===== config.mk =====
export PLATFORM = sky130hd
export DESIGN_NAME = fwd_unit_p
export DESIGN_NICKNAME = d
export VERILOG_FILES = /design/src/rtl/fwd_unit_p.sv
export SDC_FILE = /design/constraint.sdc
export NUM_CORES = 1
export LEC_CHECK = 0
export CAP_MARGIN = 25
export CORE_MARGIN = 5
export CORE_UTILIZATION = 29
export DETAILED_ROUTE_END_ITERATION = 10
export SLEW_MARGIN = 20
export SYNTH_ARGS = -nofsm -noshare
export SYNTH_HDL_FRONTEND = slang
export SYNTH_SLANG_ARGS = --single-unit

===== constraint.sdc =====
create_clock -name clk -period 2.6 [get_ports clk]
set_input_delay 0.52 -clock clk [delete_from_list [all_inputs] [get_ports clk]]
set_output_delay 0.52 -clock clk [all_outputs]
set_load 0.05 [all_outputs]

===== src/rtl/fwd_unit_p.sv =====
// fwd_unit_p: RAW bypass select and decode stall for the 5-stage pipeline,
// with a retired write-back history and free-running stall/forward counters.
module fwd_unit_p #(
    parameter int XLEN   = 64,
    parameter int REG_AW = 5,
    parameter int NRP    = 2,
    parameter int HIST   = 2,
    parameter int SEL_W  = 3,
    parameter int CNT_W  = 32
) (
    input  logic                  clk,
    input  logic                  rst_n,
    input  logic [NRP*REG_AW-1:0] rs_idx,
    input  logic [NRP-1:0]        rs_used,
    input  logic                  ex_wben,
    input  logic [REG_AW-1:0]     ex_rd_idx,
    input  logic                  ex_is_load,
    input  logic                  ls_wben,
    input  logic [REG_AW-1:0]     ls_rd_idx,
    input  logic                  ls_is_load,
    input  logic                  ls_data_vld,
    input  logic                  wb_wben,
    input  logic [REG_AW-1:0]     wb_rd_idx,
    input  logic [XLEN-1:0]       wb_data,
    input  logic                  flush,
    output logic [NRP*SEL_W-1:0]  rs_sel,
    output logic [HIST*XLEN-1:0]  hist_data,
    output logic                  stall_id,
    output logic [CNT_W-1:0]      stall_cnt,
    output logic [CNT_W-1:0]      fwd_cnt
);
    logic              h_vld [HIST];
    logic [REG_AW-1:0] h_idx [HIST];
    logic [XLEN-1:0]   h_dat [HIST];
    logic              stall_raw, any_fwd, ex_hit, ls_hit;
    logic [REG_AW-1:0] s;
    logic [SEL_W-1:0]  sel;

    // Newest producer wins: history scanned oldest-first so younger hits overwrite.
    always_comb begin
        rs_sel    = '0;
        stall_raw = 1'b0;
        any_fwd   = 1'b0;
        ex_hit    = 1'b0;
        ls_hit    = 1'b0;
        s         = '0;
        sel       = '0;
        for (int p = 0; p < NRP; p++) begin
            s      = rs_idx[p*REG_AW +: REG_AW];
            sel    = '0;
            ex_hit = ex_wben && ex_rd_idx == s && ex_rd_idx != '0;
            ls_hit = ls_wben && ls_rd_idx == s && ls_rd_idx != '0;
            if (rs_used[p] && s != '0) begin
                for (int k = HIST - 1; k >= 0; k--)
                    if (h_vld[k] && h_idx[k] == s) sel = SEL_W'(3 + k);
                sel       = ex_hit ? SEL_W'(1) : ls_hit ? SEL_W'(2) : sel;
                stall_raw = stall_raw | (ex_hit & ex_is_load)
                                      | (ls_hit & ls_is_load & ~ls_data_vld);
            end
            rs_sel[p*SEL_W +: SEL_W] = sel;
            any_fwd = any_fwd | (sel != '0);
        end
    end

    assign stall_id = stall_raw & ~flush;

    always_ff @(posedge clk or negedge rst_n) begin
        if (!rst_n) begin
            for (int k = 0; k < HIST; k++) begin
                h_vld[k] <= 1'b0;
                h_idx[k] <= '0;
                h_dat[k] <= '0;
            end
            stall_cnt <= '0;
            fwd_cnt   <= '0;
        end else begin
            if (wb_wben && wb_rd_idx != '0) begin
                for (int k = HIST - 1; k > 0; k--) begin
                    h_vld[k] <= h_vld[k-1];
                    h_idx[k] <= h_idx[k-1];
                    h_dat[k] <= h_dat[k-1];
                end
                h_vld[0] <= 1'b1;
                h_idx[0] <= wb_rd_idx;
                h_dat[0] <= wb_data;
            end
            if (!flush) begin
                if (stall_id) stall_cnt <= stall_cnt + CNT_W'(1);
                else if (any_fwd) fwd_cnt <= fwd_cnt + CNT_W'(1);
            end
        end
    end

    for (genvar k = 0; k < HIST; k++) begin : g_hist
        assign hist_data[k*XLEN +: XLEN] = h_dat[k];
    end
endmodule


=== Word level (Yosys, flattened, before mapping) ===
Index checks and enable logic that the tools add are counted.

* Register bits: 204
* Bits of input ports: 100

* Add/subtract/negate cells: 2
* Eq/ne operators: 8
* Multiplexer cells: 12
* Bitwise operators: 14
* Reduce and logical (&&, ||, !) cells: 24

{| class="wikitable"
|+ Operators with widths
! operator !! count
|-
| $add A32 B1 Y32 const B || 2
|-
| $eq A5 B5 Y1 || 8
|-
| $mux W3 || 10
|-
| $reduce_bool A5 Y1 || 5
|-
| $logic_and A1 B1 Y1 || 15
|-
| $and A1 B1 Y1 || 7
|-
| $reduce_bool A3 Y1 || 2
|-
| $or A1 B1 Y1 || 4
|-
| $not A1 Y1 || 3
|-
| $reduce_and A3 Y1 || 1
|-
| $mux W1 || 2
|-
| $reduce_and A2 Y1 || 1
|}

=== Longest topological paths before layout ===
* Depth after elaboration: 13
* Depth in mapped cells: 10
* Gate-level depth less buffers: 7

=== Least setup slack after synthesis ===
Ideal clock, no wire load.

* Kind: input -> register
* From: in rs_idx[5]
* To: reg fwd_cnt[14]
* Library setup time: 0.080 ns
* Arrival: 3.926 ns
* Slack: -1.406 ns
* Stages on the path: 10
* Path buffers: 3
* Cell sequence: clkbuf_1 -> xor2_1 -> nor4_1 -> nand3_1 -> a211oi_1 -> o21ba_2 -> clkbuf_1 -> buf_2 -> a2111oi_0 -> xnor2_1

{| class="wikitable"
|+ RTL lines
! item !! line !! text
|-
| start, declared || 13 || <nowiki>input logic [NRP*REG_AW-1:0] rs_idx,</nowiki>
|-
| $eq A5 B5 Y1, on equally long branches || 55, 52 ||
|-
| $logic_and A1 B1 Y1, on equally long branches || 55, 52 ||
|-
| $mux W3 or $logic_and A1 B1 Y1 (tied branches) || 55, 52 ||
|-
| $mux W3 (2 in series) || 56 || <nowiki>sel = ex_hit ? SEL_W'(1) : ls_hit ? SEL_W'(2) : sel;</nowiki>
|-
| $mux W3 (*) || 53 || <nowiki>if (rs_used[p] && s != '0) begin</nowiki>
|-
| net rs_sel[4] || 26 || <nowiki>output logic [NRP*SEL_W-1:0] rs_sel,</nowiki>
|-
| $reduce_bool A3 Y1 (*) || 61 || <nowiki>any_fwd = any_fwd | (sel != '0);</nowiki>
|-
| $or A1 B1 Y1 (*) || 61 ||
|-
| $reduce_and A3 Y1 (no source line) (*) || n/a ||
|-
| end signal, assigned || 89 || <nowiki>else if (any_fwd) fwd_cnt <= fwd_cnt + CNT_W'(1);</nowiki>
|-
| end, declared || 30 || <nowiki>output logic [CNT_W-1:0] fwd_cnt</nowiki>
|}

The timed path passes the listed nets; every way through them passes the cells marked *.
A chain may end at the register's enable or synchronous reset.

=== Worst setup path in the final report ===
* From: in ls_rd_idx[2]
* To: out stall_id

* Cells in the longest elaborated chain, start to end: 11

{| class="wikitable"
|+ Ends and longest elaborated chain
! item !! line !! text
|-
| start, declared || 19 || <nowiki>input logic [REG_AW-1:0] ls_rd_idx,</nowiki>
|-
| $eq A5 B5 Y1 || 52 || <nowiki>ls_hit = ls_wben && ls_rd_idx == s && ls_rd_idx != '0;</nowiki>
|-
| $logic_and A1 B1 Y1 (2 in series) || 52 ||
|-
| $and A1 B1 Y1 (2 in series) || 58 || <nowiki>| (ls_hit & ls_is_load & ~ls_data_vld);</nowiki>
|-
| $or A1 B1 Y1 || 58 ||
|-
| $mux W1 || 53 ||
|-
| $or A1 B1 Y1 || 57 || <nowiki>stall_raw = stall_raw | (ex_hit & ex_is_load)</nowiki>
|-
| $or A1 B1 Y1 || 58 ||
|-
| $mux W1 (*) || 53 ||
|-
| $and A1 B1 Y1 (*) || 65 || <nowiki>assign stall_id = stall_raw & ~flush;</nowiki>
|-
| end, declared || 28 || <nowiki>output logic stall_id,</nowiki>
|}

Mark *: on every way between the ends. The rest lies on a longest branch, timed or not.

==> results.py <==
metrics = {
    "outcome": {
        "run_status": "finished with violations",
        "violations": "setup timing",
    },
    "clock_network": {
        "cts_sinks": 204,
        "numCtsBuffers": 26,
        "clk_pin_slew_ps": 60,
        "cts_tree": "yes",
        "htree_levels": 1,
        "clk_latency_ps": 540,
        "cts_root_buffer": "clkbuf_16",
        "clk_path_buf_depth": 3,
    },
    "global_route": {
        "grt_usage": 0.155,
        "grt_max_degree": 64,
        "grt_overflow": 0,
        "met2_usage": 0.256,
        "use_met1": 0.185,
        "busiest_layer": "met2",
        "grtUsageMet3": 0.0758,
        "antenna_found_initial": 0,
        "grt_pass1_wl_mm": 44.9,
        "grt_pass1_vias": 7932,
    },
    "routing": {
        "post_drt_wl_per_cell_um": 18.2,
        "drtIter0Drc": 243,
        "vias": 7227,
        "vias_per_cell": 4.68,
        "drtPass1Iterations": 4,
        "drtAntennaViolNets": 0,
        "drc": 0,
        "totalWireLength_mm": 28.1,
    },
    "sta": {
        "period_needed_ps": 2920,
        "fin_setup_tns_ps": -2010,
        "rsz0062_at_grt": "yes",
        "fin_ws_ps": -322,
        "setup_viol": 18,
        "maxClockFrequency_ghz": 0.342,
        "tightest_slew_ps": 659,
        "max_slew_margin": 0.560,
        "hold_viol": 0,
        "post-route-period-util": 1.12,
        "slew_violations": 0,
        "fin_skew_ps": 26.7,
    },
    "cells_and_area": {
        "multi_input_area_um2": 4530,
        "fin_util": 0.490,
        "syn_to_final_growth_pct": 68.0,
        "diodes": 0,
        "drive_gt1_frac": 0.360,
        "regArea_um2": 5100,
        "final_cell_mix": "clkdlybuf4s50_1 (270), dfrtp_1 (204), mux2_2 (135), buf_4 (93), xor2_1 (70)",
        "num-nets-final": 1225,
        "fill_cells": 2784,
        "layout_commonest_cell": "clkdlybuf4s50_1",
    },
    "synthesis": {
        "yosysTopAreaCell": "dfrtp_1",
        "syn_area_per_cell_um2": 12.9,
        "synth-edff-count": 0,
        "yosys.area_share.simple": 0.0991,
        "ys_top_cells_by_area": "dfrtp_1 (56%), mux2_2 (17%), xor2_1 (6.8%)",
        "synth_ff_type": "dfrtp_1",
        "synth_warnings": 0,
        "synth.yosys.seq_area_share": 0.558,
        "ys_ff_latch": 204,
        "synth_top_family_by_area": "multiplexers",
        "synth_adder_area_share": 0.00273,
        "syn-num-nets": 811,
        "muxShareOfSynthArea": 0.167,
        "syn_inst": 709,
        "ys_async_sr_fraction": 1.00,
        "synth_xor_xnor_area_share": 0.0976,
        "synth-compound-area-share": 0.0522,
        "synth_area_um2": 9150,
        "synth.distinct_cells": 45,
        "synth_top_area_frac": 0.558,
    },
    "critical_path": {
        "crit_arrival_ps": 2400,
        "slowest_delay_ps": 530,
        "path_class": "in -> out",
        "crit_top_cell": "buf_6",
        "cp_max_fo": 2,
        "critPathLaunchType": "input port",
        "crit_family": "simple AND/OR/NAND/NOR gates",
        "critPathBufInv": 4,
        "required_ps": 2080,
        "slowest_stage": "or4_4",
        "path_cells": "buf_6 -> or4_4 -> o2111a_1 -> and4b_4 -> buf_6 -> nor4_4 -> buf_4 -> nor2_4 -> buf_12",
        "worstSetupEndpointType": "output port",
    },
    "die": {
        "die_w_um": 188,
        "io_pins": 299,
        "die_h_um": 188,
        "start_util": 0.292,
        "row_count": 65,
        "dieArea_um2": 35200,
        "fp.coreArea_um2": 31400,
    },
    "run": {
        "cap_violations": 0,
    },
    "place": {
        "dp_hpwl_mm": 20.7,
        "io_buffers": 298,
        "dp_slack_ps": -995,
        "globalplace.congestion": 0.799,
    },
    "worst_hold_path": {
        "hp-class": "reg -> reg",
    },
    "power": {
        "power_density_nw_per_um2": 704,
        "peakVddDrop_uv": 557,
        "power_w": 0.0108,
        "leakage_nw": 6.45,
    },
}
state kept, by name, summed over array words and instances, names as in the netlist:
name,count
fwd_cnt,32
h_idx,10
h_vld,2
hist_data,128
stall_cnt,32
logic make-up after synthesis:
family / after synthesis
fa+ha+maj: 2
buf+inv: 47
mux: 136
compound gates: 50
flops: 204
simple gates: 168
xor+xnor: 102
final cells by class:
cell class	count	share of cell area
Sequential cell	204	0.332
Inverter	10	0.00244
Tap cell	402	0.0327
Clock buffer	33	0.0466
Clock inverter	15	0.0154
Timing Repair Buffer	423	0.276
Multi-Input combinational cell	458	0.294
per-layer routing:
layer	vias to the layer above	part of all wire
met4	0	0.021
met2	263	0.47
li1	3369	-
met1	3555	0.40
met3	40	0.11
met5	-	0
synth_stat cells (2+ instances only):
library cell and instances:
a2111oi_4 3, buf_6 4, nor3_1 18, or3_1 2
o211ai_1 2, or4_1 3, a211oi_1 8, dfrtp_1 204
mux2_2 136, o21bai_1 2, ha_1 2, nand2_1 41
xnor2_1 31, a21oi_1 7, nand3_1 31, inv_1 10
or4_4 3, o21ai_2 2, xor2_1 71, a2111oi_2 5
o21ai_1 2, and3_1 7, a2111oi_0 12, and2_1 4
nor4_1 15, clkbuf_1 27, buf_2 5, nor2_1 15
nand4_1 18, and4_1 4
stage by stage:
stage                     area [um2]  cells  hold WS [ps]
after floorplan                 9560    709           224
after global placement         13800   1468           458
after detailed placement       13800   1468           466
after CTS                      15100   1528           473
after global routing           15400   1545           483
final                          15400   1545           463
worst paths after layout:
check                                         from                   endpoint  slack [ps]  cells after the start
max                                   ls_rd_idx[2]                   stall_id        -320                      9
min                        fwd_cnt[31]$_DFFE_PN0P_    fwd_cnt[31]$_DFFE_PN0P_         460                      1
max reg2reg                   h_idx[5]$_DFFE_PN0P_    fwd_cnt[29]$_DFFE_PN0P_         110                     10
min reg2reg                fwd_cnt[31]$_DFFE_PN0P_    fwd_cnt[31]$_DFFE_PN0P_         460                      1
max in group asynchronous                    rst_n  stall_cnt[11]$_DFFE_PN0P_        1350                      3
min in group asynchronous                    rst_n  hist_data[52]$_DFFE_PN0P_         540                      2
power breakdown:
group	internal (W)	switching, W	total (W)
combinational	0.00123	0.00190	0.00313
sequential	0.00352	0.000260	0.00378
clock	0.00246	0.00145	0.00391
total	0.00721	0.00362	0.0108
what timing repair did:
| item | CTS | global route |
|---|---|---|
| setup endpoints to repair | 70 | 40 |
| hold buffers | 1 | 0 |
| cloned | 1 | 1 |
| resized for setup | 87 | 38 |
| pin swaps | 29 | 38 |
| endpoints found under the hold margin | 48 | 0 |
| setup buffers | 14 | 18 |
Note: power is estimated with default switching activity, not from simulation.
